`src/rtl/midi_pkg.sv`:
```
// Shared constants, FSM state type and status-byte decoding for the MIDI transmit path.
package midi_pkg;

  localparam logic [3:0] NOTE_OFF = 4'h8;
  localparam logic [3:0] NOTE_ON  = 4'h9;
  localparam logic [3:0] POLY_AT  = 4'hA;
  localparam logic [3:0] CC       = 4'hB;
  localparam logic [3:0] PROG     = 4'hC;
  localparam logic [3:0] CHAN_AT  = 4'hD;
  localparam logic [3:0] PITCH    = 4'hE;

  localparam int DEFAULT_CLKS_PER_BIT = 1600;

  typedef enum logic [2:0] {
    ST_IDLE,
    ST_LOAD,
    ST_START,
    ST_DATA,
    ST_STOP
  } midi_state_t;

  // Number of data bytes that follow a status byte, 0 when the status is not a channel message.
  function automatic logic [1:0] data_byte_count(input logic [3:0] status_nibble);
    case (status_nibble)
      NOTE_OFF, NOTE_ON, POLY_AT, CC, PITCH: data_byte_count = 2'd2;
      PROG, CHAN_AT:                         data_byte_count = 2'd1;
      default:                               data_byte_count = 2'd0;
    endcase
  endfunction

endpackage

```
`src/rtl/midi_uart_tx_byte.sv`:
```
// 8N1 byte serializer; a load on the last cycle of a stop bit chains the next frame with no gap.
module midi_uart_tx_byte
  import midi_pkg::*;
#(
  parameter int CLKS_PER_BIT = DEFAULT_CLKS_PER_BIT
) (
  input  logic       clk,
  input  logic       srst,
  input  logic       load,
  input  logic [7:0] byte_in,
  output logic       tx,
  output logic       busy,
  output logic       bit_done,
  output logic       bit_pre_done,
  output logic       stop_bit
);

  localparam int CNT_W = $clog2(CLKS_PER_BIT);
  localparam logic [CNT_W-1:0] CNT_LAST = CNT_W'(CLKS_PER_BIT - 1);
  localparam logic [CNT_W-1:0] CNT_PRE  = CNT_W'(CLKS_PER_BIT - 2);

  midi_state_t      state_reg;
  logic [CNT_W-1:0] cnt_reg;
  logic [2:0]       idx_reg;
  logic [7:0]       shift_reg;
  logic             tx_reg;

  assign busy         = (state_reg != ST_IDLE);
  assign bit_done     = busy && (cnt_reg == CNT_LAST);
  assign bit_pre_done = busy && (cnt_reg == CNT_PRE);
  assign stop_bit     = (state_reg == ST_STOP);
  assign tx           = tx_reg;

  always_ff @(posedge clk) begin
    if (srst) begin
      state_reg <= ST_IDLE;
      cnt_reg   <= '0;
      idx_reg   <= '0;
      shift_reg <= '0;
      tx_reg    <= 1'b1;
    end else if (load) begin
      // Start bit goes on the line from the very next cycle.
      state_reg <= ST_START;
      cnt_reg   <= '0;
      idx_reg   <= '0;
      shift_reg <= byte_in;
      tx_reg    <= 1'b0;
    end else if (busy) begin
      if (!bit_done) begin
        cnt_reg <= cnt_reg + 1'b1;
      end else begin
        cnt_reg <= '0;
        case (state_reg)
          ST_START: begin
            state_reg <= ST_DATA;
            tx_reg    <= shift_reg[0];
          end
          ST_DATA: begin
            if (idx_reg == 3'd7) begin
              state_reg <= ST_STOP;
              idx_reg   <= '0;
              tx_reg    <= 1'b1;
            end else begin
              idx_reg   <= idx_reg + 3'd1;
              shift_reg <= shift_reg >> 1;
              tx_reg    <= shift_reg[1];
            end
          end
          ST_STOP: begin
            state_reg <= ST_IDLE;
            tx_reg    <= 1'b1;
          end
          default: begin
            state_reg <= ST_IDLE;
            tx_reg    <= 1'b1;
          end
        endcase
      end
    end
  end

endmodule

```
`src/rtl/midi_msg_tx.sv`:
```
// MIDI channel-message transmitter: validates, applies running status and sequences
// up to three bytes through the byte serializer.
module midi_msg_tx
  import midi_pkg::*;
#(
  parameter int CLKS_PER_BIT   = DEFAULT_CLKS_PER_BIT,
  parameter bit RUNNING_STATUS = 1'b1
) (
  input  logic        Clk,
  input  logic        clr,
  input  logic [7:0]  status,
  input  logic [15:0] data,
  input  logic        send,
  output logic        ready,
  output logic        done,
  output logic        err,
  output logic        tx_out
);

  // ST_LOAD marks a message in flight; the bit-level states live in the serializer.
  midi_state_t state_reg;
  logic        ready_reg;
  logic        done_reg;
  logic        err_reg;
  logic [7:0]  last_status_reg;
  logic [1:0]  byte_cnt_reg;
  logic [7:0]  queue_reg [2];

  logic [1:0]  msg_len;
  logic        send_status;
  logic        accept;
  logic        load;
  logic [7:0]  load_byte;
  logic        ser_busy;
  logic        ser_bit_done;
  logic        ser_bit_pre_done;
  logic        ser_stop_bit;
  logic        stop_end;
  logic        stop_pre_end;

  assign stop_end     = ser_stop_bit && ser_bit_done;
  assign stop_pre_end = ser_stop_bit && ser_bit_pre_done;
  assign accept       = send && ready_reg && !ser_busy;

  always_comb begin
    msg_len     = data_byte_count(status[7:4]);
    send_status = !(RUNNING_STATUS && (status == last_status_reg));
    load        = 1'b0;
    load_byte   = 8'h00;
    if (state_reg == ST_IDLE && accept && msg_len != 2'd0) begin
      load      = 1'b1;
      load_byte = send_status ? status : data[15:8];
    end else if (state_reg == ST_LOAD && stop_end && byte_cnt_reg > 2'd1) begin
      load      = 1'b1;
      load_byte = queue_reg[0];
    end
  end

  always_ff @(posedge Clk) begin
    if (clr) begin
      state_reg       <= ST_IDLE;
      ready_reg       <= 1'b1;
      done_reg        <= 1'b0;
      err_reg         <= 1'b0;
      last_status_reg <= 8'h00;
      byte_cnt_reg    <= 2'd0;
      queue_reg[0]    <= 8'h00;
      queue_reg[1]    <= 8'h00;
    end else begin
      done_reg <= 1'b0;
      err_reg  <= 1'b0;
      case (state_reg)
        ST_IDLE: begin
          if (accept) begin
            if (msg_len == 2'd0) begin
              err_reg <= 1'b1;
            end else begin
              ready_reg <= 1'b0;
              state_reg <= ST_LOAD;
              if (send_status) begin
                last_status_reg <= status;
                queue_reg[0]    <= data[15:8];
                queue_reg[1]    <= data[7:0];
                byte_cnt_reg    <= msg_len + 2'd1;
              end else begin
                queue_reg[0]    <= data[7:0];
                queue_reg[1]    <= 8'h00;
                byte_cnt_reg    <= msg_len;
              end
            end
          end
        end
        ST_LOAD: begin
          // done must be visible during the final stop cycle, so it is set one cycle early.
          if (stop_pre_end && byte_cnt_reg == 2'd1) begin
            done_reg <= 1'b1;
          end
          if (stop_end) begin
            if (byte_cnt_reg > 2'd1) begin
              byte_cnt_reg <= byte_cnt_reg - 2'd1;
              queue_reg[0] <= queue_reg[1];
            end else begin
              byte_cnt_reg <= 2'd0;
              state_reg    <= ST_IDLE;
              ready_reg    <= 1'b1;
            end
          end
        end
        default: begin
          state_reg <= ST_IDLE;
          ready_reg <= 1'b1;
        end
      endcase
    end
  end

  midi_uart_tx_byte #(
    .CLKS_PER_BIT(CLKS_PER_BIT)
  ) u_byte_tx (
    .clk         (Clk),
    .srst        (clr),
    .load        (load),
    .byte_in     (load_byte),
    .tx          (tx_out),
    .busy        (ser_busy),
    .bit_done    (ser_bit_done),
    .bit_pre_done(ser_bit_pre_done),
    .stop_bit    (ser_stop_bit)
  );

  assign ready = ready_reg;
  assign done  = done_reg;
  assign err   = err_reg;

endmodule

```
`config.mk`:
```
export PLATFORM = sky130hd
export DESIGN_NAME = midi_msg_tx
export DESIGN_NICKNAME = d
export VERILOG_FILES = /design/src/rtl/midi_pkg.sv /design/src/rtl/midi_uart_tx_byte.sv /design/src/rtl/midi_msg_tx.sv
export SDC_FILE = /design/constraint.sdc
export NUM_CORES = 1
export LEC_CHECK = 0
export CAP_MARGIN = 30
export CORE_ASPECT_RATIO = 1.2
export CORE_MARGIN = 8
export CORE_UTILIZATION = 30
export DETAILED_ROUTE_END_ITERATION = 8
export HOLD_SLACK_MARGIN = 0.1
export PLACE_DENSITY = 0.48
export SLEW_MARGIN = 20
export SYNTH_ARGS = -nofsm -noshare
export SYNTH_HDL_FRONTEND = slang
export SYNTH_SLANG_ARGS = --single-unit
```
`constraint.sdc`:
```
create_clock -name Clk -period 2.6 [get_ports Clk]
set_clock_uncertainty 0.05 [all_clocks]
set_input_delay 0.26 -clock Clk [delete_from_list [all_inputs] [get_ports Clk]]
set_output_delay 0.26 -clock Clk [all_outputs]
set_load 0.02 [all_outputs]
```
-- Word-level counts from Yosys, hierarchy flattened
Memories as Yosys holds them, arrays and structs flattened.
Index checks and enable logic that the tools add are counted.
- RAM bits: 16
- word-level logic and storage cells: 149
- memories: 1
- register bits after elaboration: 42
- input bits: 27
- output and inout bits: 4
- bitwise gates (word level): 10
- eq/ne operators: 23
- mux-type cells: 65
- reduce and logical (&&, ||, !) cells: 33
- order comparisons: 1
- add/subtract/negate cells: 4
- memories (name ; depth ; width ; rd ports ; clocked after memory_dff ; write ports ; line ; source):
    queue_reg ; 2 ; 8 ; 2 ; 0 ; 2 ; midi_msg_tx.sv:27 ; logic [7:0] queue_reg [2];
- operators by type and width (cell ; number):
    $mux W8 ; 13
    $mux W1 ; 31
    $eq A4 B4 Y1 const B ; 7
    $eq A11 B11 Y1 const B ; 2
    $mux W3 ; 6
    $mux W2 ; 8
    $reduce_and A4 Y1 ; 4
    $pmux W3 S2 ; 2
    $add A11 B1 Y11 const B ; 1
    $logic_and A1 B1 Y1 ; 11
    $mux W11 ; 1
    $ne A2 B2 Y1 const B ; 5
    $reduce_bool A2 Y1 ; 5
    $reduce_and A3 Y1 ; 3
    $eq A8 B8 Y1 ; 1
    $pmux W2 S2 ; 2
    $eq A3 B2 Y1 const B ; 2
    $eq A3 B3 Y1 const B ; 2
    $reduce_or A2 Y1 ; 3
    $not A1 Y1 ; 5
    $or A1 B1 Y1 ; 5
    $reduce_or A5 Y1 ; 1
    $pmux W1 S2 ; 2
    $add A3 B1 Y3 const B ; 1
    13 further kinds ; 13

-- Longest topological paths before layout
- depth in word-level cells: 12
- gate-level depth with buffers: 9
- mapped depth without buffers: 8

-- Modules after synthesis
A second synthesis with hierarchy kept.
- cells, all modules: 336
- area total of the unflattened synthesis: 3190.6 µm²
- modules (own cells, without submodules) (module ; area an instance (µm²) ; times used ; cells each ; sequential area each (µm²)):
    midi_msg_tx ; 1765.4 ; 1 ; 179 ; 760.7
    midi_uart_tx_byte ; 1425.1 ; 1 ; 157 ; 520.5

-- Worst setup path after synthesis
Ideal clock, no wire load.
- kind: register to register
- start: reg u_byte_tx.cnt_reg[6]
- end: mem queue_reg[0][0], enable pin
- path buffers: 1
- cell stages (with the launch flop): 6
- period minus slack after synthesis: 2.112 ns
- setup time: 0.328 ns
- data required time: 2.222 ns
- path slack: 0.488 ns
- arrival: 1.734 ns
- cells stage by stage: dfxtp_1 > or3_4 > or2_4 > or3_1 > buf_4 > nand2_2
- RTL lines (what ; line ; source):
    start: declaration ; midi_uart_tx_byte.sv:23 ; logic [CNT_W-1:0] cnt_reg;
    start signal: assignment ; midi_uart_tx_byte.sv:50 ; cnt_reg <= cnt_reg + 1'b1;
    end: declaration ; midi_msg_tx.sv:27 ;

==> results.md <==
* Initial antenna violation count at 0
* Hold_buf cts at 0
* Yosys reg bits at 56
* Data arrival at the endpoint of the critical path at 2.29 ns
* RSZ-0062 raised after global routing: false
* Synth top area cells: dfxtp_1 28%, edfxtp_1 17%, mux2i_1 8.0%
* Cells after Synth at 282
* WP buf/inv at 1
* Highest clock rate at 429.2 MHz
* Core ar. at 9418 sq um
* Final setup viols at 0
* Starting Density at 30.45%
* Sequential fraction of design power at 48.0%
* Slowest-stage cell, CP: or3_1
* Drt pass-1 iters at 4
* Final hold viol count at 0
* Critical Path Fanout Max at 11
* Netlist Area Pre-Place at 2868 sq um
* Post-DP HPWL at 5426 um
* Filler instances at 958
* Net count, final at 362
* YS warnings at 0
* Vias in the first global route at 2317
* Sw Pwr at 0.4870 mW
* I/O pins at 31
* Cts bufs inserted at 5
* First-pass GRT wire length at 11920 um
* Width of the chip at 105.3 um
* Outcome: finished, final reports clean
* GR Overflow Total at 0
* Max FFs per register at 16
* Area grow syn2layout at 26.31%
* Clock root cell: clkbuf_16
* Register area share after synthesis at 44.68%
* DR vias/cell at 4.868
* Type of the worst setup path: reg -> reg
* Setup crit end kind: flip-flop
* Final period util at 89.60%
* Minimum clock period at 2.330 ns
* Largest net degree at the start of global routing at 19
* Dominant cell type by area after synthesis: dfxtp_1
* WL/cell at 15.65 um
* H-tree Lvls at 2
* Actual slew at the worst max-slew pin at 0.5732 ns
* P_int at 1.534 mW
* CTS Buffer Depth at 2
* Height of the chip at 123.1 um
* Clk Latency, worst-skew pair at 0.30 ns
* Max-Cap Viols at 0
* Clk sinks at 56
* Highest ir drop seen on vdd at 377.1 uV
* CP required at 2.56 ns
* Synth Net Count at 314
* CP peak stage delay at 0.59 ns
* CP Launch Type: flip-flop
* Post-Route WL at 7107 um
* Register area at 1281 sq um
* Power Dens Cells at 558.0 nW/um^2
* Rows at 39
* Antenna-violating nets left at 0
* Switching Share at 24.09%
* Global Route Usage Sum at 11.53%
* Area share of the largest cell type after synthesis at 27.92%
* Input/output buffers at 30
* Fin. max-slew vios at 0
* Setup TNS at 0 ns
* Die ar. at 12960 sq um
* Top Family by Delay on Critical Path: simple AND/OR/NAND/NOR gates
* Hold crit path type: reg -> reg
* Distinct cells, synth at 55
* PnR Total Power at 2.021 mW
* CTS tree: built
* Post-synth EDFFs at 16
* Comb power frac at 12.9%
* DR vias at 2210
* Clk slew on worst S/H paths at 0.07 ns
* Mean post-synth cell area at 10.17 sq um
* CP Cell Sequence: nor4bb_2 -> nand2_1 -> or3_1 -> nand2_2 -> buf_12
* Most used DFF post-synth: dfxtp_1
* Share of cells above drive strength 1 at 14.80%
* GPL Wtd Cong at 0.7349
* DRT iter0 DRCs at 76
* Drt drc at 0
* Multi-input logic area at 1521 sq um
* Clock power frac at 39.1%
* Static leakage at 1.301 nW
* Ys async rst share at 0%
* Slew Limit Headroom at 61.79%
* Antenna Diode Count at 0
worst min-delay path: cells and delay by family (launching register included):
family	cells	cell delay (ns)
flops	1	0.31
compound gates	1	0.05
simple gates	1	0.05
power by group through the flow:
stage | Combinational [mW] | Sequential [mW] | Clock (mW)
3_3_place_gp | 0.263 | 0.990 | 0
4_1_cts | 0.266 | 0.970 | 0.825
3_5_place_dp | 0.264 | 0.990 | 0
5_1_grt | 0.288 | 0.976 | 0.849
6_report | 0.261 | 0.970 | 0.790
2_1_floorplan | 0.139 | 0.988 | 0
synthesized netlist by cell type, types with 2 or more instances:
library cell,n
o21ai_0,8
mux2i_1,23
xnor2_1,11
a211oi_1,5
nand2b_1,2
ha_1,5
a21oi_1,9
nor2_8,2
xor2_1,6
clkbuf_1,2
a2111oi_2,3
nor3b_1,3
nand2_1,19
edfxtp_1,16
nand3_1,6
nor2b_1,2
and2_1,11
dfxtp_1,40
nor2_1,29
mux2_2,2
o2bb2ai_1,8
buf_4,2
a211oi_2,3
nand4_1,4
o221ai_1,4
buf_2,3
or3_1,6
nor3_1,13
inv_1,5
and3_1,5
stage by stage:
| step | setup WS [ns] | hold WS, ns | util, % | cell area (sq um) | instances |
|---|---|---|---|---|---|
| after floorplan | 0.4881 | 0.3539 | - | 2868 | 282 |
| after global placement | 0.05477 | 0.3912 | 36.58 | 3445 | 446 |
| after detailed placement | 0.03571 | 0.4037 | 36.58 | 3445 | 446 |
| after CTS | 0.1409 | 0.4139 | 38.40 | 3616 | 454 |
| after global routing | 0.08942 | 0.4428 | 38.46 | 3622 | 454 |
| final | 0.2703 | 0.4051 | 38.46 | 3622 | 454 |
placed cells by master (no fill, tap or decap), types with 3 or more instances in the layout:
| cell type | n |
|---|---|
| a2111oi_2 | 3 |
| a211oi_1 | 5 |
| a211oi_2 | 3 |
| a21oi_1 | 9 |
| and2_1 | 11 |
| and3_1 | 5 |
| buf_4 | 18 |
| clkbuf_16 | 5 |
| clkdlybuf4s50_1 | 30 |
| dfxtp_1 | 40 |
| edfxtp_1 | 16 |
| ha_1 | 5 |
| inv_1 | 5 |
| mux2i_1 | 23 |
| nand2_1 | 19 |
| nand3_1 | 6 |
| nand4_1 | 4 |
| nor2_1 | 29 |
| nor3_1 | 13 |
| nor3b_1 | 3 |
| o21ai_0 | 8 |
| o221ai_1 | 4 |
| o2bb2ai_1 | 8 |
| or3_1 | 6 |
| xnor2_1 | 11 |
| xor2_1 | 6 |
cell type report:
class / instances / area share, %
Sequential cell: 56 / 35.37
Multi-Input combinational cell: 212 / 42.00
Clock inverter: 3 / 1.278
Tap cell: 123 / 4.249
Inverter: 5 / 0.5181
Timing Repair Buffer: 50 / 13.13
Clock buffer: 5 / 3.454
cells by family after synthesis:
| logic type | Yosys count | synth area share, % |
|---|---|---|
| XOR/XNOR | 17 | 5.192 |
| AO/OA/AOI/OAI | 51 | 14.53 |
| multiplexers | 25 | 8.813 |
| flip-flops | 56 | 44.68 |
| adder cells (fa/ha/maj) | 5 | 2.182 |
| AND/OR/NAND/NOR | 114 | 22.12 |
| buffers and inverters | 14 | 2.487 |
worst paths after layout:
check	endpoint	slack (ns)	cells after the start	startpoint
worst max-delay path	queue_reg[0][1]$_DFFE_PP_	0.27	5	u_byte_tx.state_reg[2]$_SDFFE_PP0P_
worst min-delay path	u_byte_tx.idx_reg[1]$_SDFFE_PP0P_	0.41	2	u_byte_tx.idx_reg[1]$_SDFFE_PP0P_
worst max register to register	queue_reg[0][1]$_DFFE_PP_	0.27	5	u_byte_tx.state_reg[2]$_SDFFE_PP0P_
worst min register to register	u_byte_tx.idx_reg[1]$_SDFFE_PP0P_	0.41	2	u_byte_tx.idx_reg[1]$_SDFFE_PP0P_
layer usage:
metal	routed length, um	global-route usage (%)	up-vias
li1	-	-	1132
met4	72	3.307	0
met3	218	2.555	7
met2	3668	21.16	29
met5	0	0	-
met1	3148	13.10	1042
repair_timing:
action	CTS	global route
resized for setup	0	1
setup buffers	0	0
setup endpoints to repair	0	8
Power figures use the tool's default switching activity.
==> RTL edit, RTL diff (config.mk and constraints unchanged) <==
Make the reset (`srst`) asynchronous in one clocked block.
--- a/src/rtl/midi_uart_tx_byte.sv
+++ b/src/rtl/midi_uart_tx_byte.sv
@@ -31,7 +31,7 @@
   assign stop_bit     = (state_reg == ST_STOP);
   assign tx           = tx_reg;
 
-  always_ff @(posedge clk) begin
+  always_ff @(posedge clk or posedge srst) begin
     if (srst) begin
       state_reg <= ST_IDLE;
       cnt_reg   <= '0;
Function: changed (a bounded check fails within 4 cycles, from zero or initial values; the reset may be asserted at any time).
==> RTL edit against the original RTL <==
  * Area after synthesis is 4.3% higher
  * Maximum frequency down 1.1%
  * Setup slack got worse by 0.027 ns
  * Sequential cell count stayed put
  * Sequential share of layout area is 2.0 points higher
  * Final area rose by 4.3%
  * Synthesized cell count is the same
  * Wire length is 1.1% lower
Power is not compared: it rests on default switching activity, and its combinational part moved more than twofold at a synthesized area within 25%.
==> RTL edit: results (changes against the original RTL) <==
* Status: finished, final reports clean
* Cell area after layout at 3780 um2 (+4.3%)
* Root buf cell: clkbuf_16
* Hold path depth at 2 (unchanged)
* Hold_ws at 0.434 ns (+0.0284 ns)
* Initial DRC count at 63 (-17%)
* Synth Instances at 282 (unchanged)
* Htree depth at 2 (unchanged)
* Vias in the first global route at 2363 (+2.0%)
* Nets at 368 (+1.7%)
* Syn Nets at 314 (unchanged)
* CP Max Fanout at 9 (-2)
* Met2 Wirelength at 3690 um (+0.57%)
* Crit Path Class: flip-flop to flip-flop
* Post-synth ARST share at 46.4% (+46 points)
* Input/output buffers at 30 (unchanged)
* Most frequent cells after synthesis: nor2_1 (34), mux2i_1 (27), dfrtp_1 (25)
* Hold Crit Endpoint: done$_SDFF_PP0_
* Seq/Total Area, Yosys at 47.2% (+2.5 points)
* CP delay by family, top: simple AND/OR/NAND/NOR gates
* Area contributors post-synth: dfrtp_1 (21%), edfxtp_1 (16%), dfxtp_1 (9.4%)
* First-pass GRT wire length at 11900 um (about the same)
* Max-slew headroom at 62.8% (+1.0 points)
* CTS clk-pin slew, worst paths at 0.07 ns (about the same)
* HPWL Detailed at 5620 um (+3.6%)
* Slowest CP cell: or4b_1
* Static Leak at between 1 and 1.5 nW
* Latest clock arrival within the worst-skew pair at around 0.29 ns
* Filler cells at 980 (+2.3%)
* EDFF count, synth at 16 (unchanged)
* WL final at 7030 um (-1.1%)
* Gpl congestion at 0.771 (+4.9%)
* Unique masters post-synth at 52 (-5.5%)
* Switching power at 0.362 mW
* Hold Startpoint: byte_cnt_reg[0]$_SDFFE_PP0P_
* Initial antenna violation count at 0 (unchanged)
* Final Instance Count excl. Fillers at 463 (+2.0%)
* Total number of vias at 2232 (+1.0%)
* GRT Overall Usage at 11.2% (-0.32 points)
* Worst setup margin at 0.243 ns (-0.0271 ns)
* Synth warnings at 0 (unchanged)
* Critical Path Sink: u_byte_tx.shift_reg[7]$_DFFE_PP0P_
* Initial DRT Pass Iterations at 4 (unchanged)
* Met1 wire length at 3060 um (-2.8%)
* Pins Over Slew Limit at 0 (unchanged)
* Post-Place Cell Area at 3640 um2 (+5.6%)
* Met3 wire length at 170 um (-22%)
* Buffer levels on the longest clock path at 2 (unchanged)
* Worst path max stage delay at 0.57 ns (-0.02 ns)
* Pre-CTS setup slack at 0.0108 ns (-0.0250 ns)
* Share of cells above drive strength 1 at 17.5% (+2.7 points)
* Worst R2R Start: u_byte_tx.cnt_reg[8]$_DFFE_PP0P_
* Worst reg-to-reg path cell count at 6 (+1)
* Post-CTS setup buffers at 0 (unchanged)
[RTL edit: logic make-up (layout without fill, tap and decap cells)]
group	count (synthesis)	count (layout)	share of synthesized area, %
buffers and inverters	18	73	2.97
and+or+nand+nor	106	106	19.6
muxes	34	34	11.7
adders and majority gates	5	5	2.09
xor gates and xnor gates	14	14	4.10
AOI/OAI and AO/OA	49	49	12.4
DFF	56	56	47.2
[RTL edit: metal layers]
metal  track usage [%]  vias up
li1                  -     1130
met1              12.7     1064
met2              19.8       32
met3              2.26        6
met4              4.48        0
met5                 0        -
[RTL edit: power groups by stage]
stage	Sequential (mW)	Combinational [mW]	Clock, mW
global placement	0.935	0.123	0
finish	0.917	0.121	0.655
floorplan	0.935	0.0382	0
CTS	0.917	0.124	0.689
global route	0.917	0.132	0.715
detailed placement	0.936	0.123	0
[RTL edit: final cells by class]
class,count,area share (%)
inverter,5,0.497
tap,126,4.17
multi-input combinational,208,39.7
timing repair buffer,60,14.6
clock buffer,6,3.41
sequential,56,37.4
clock inverter,2,0.298
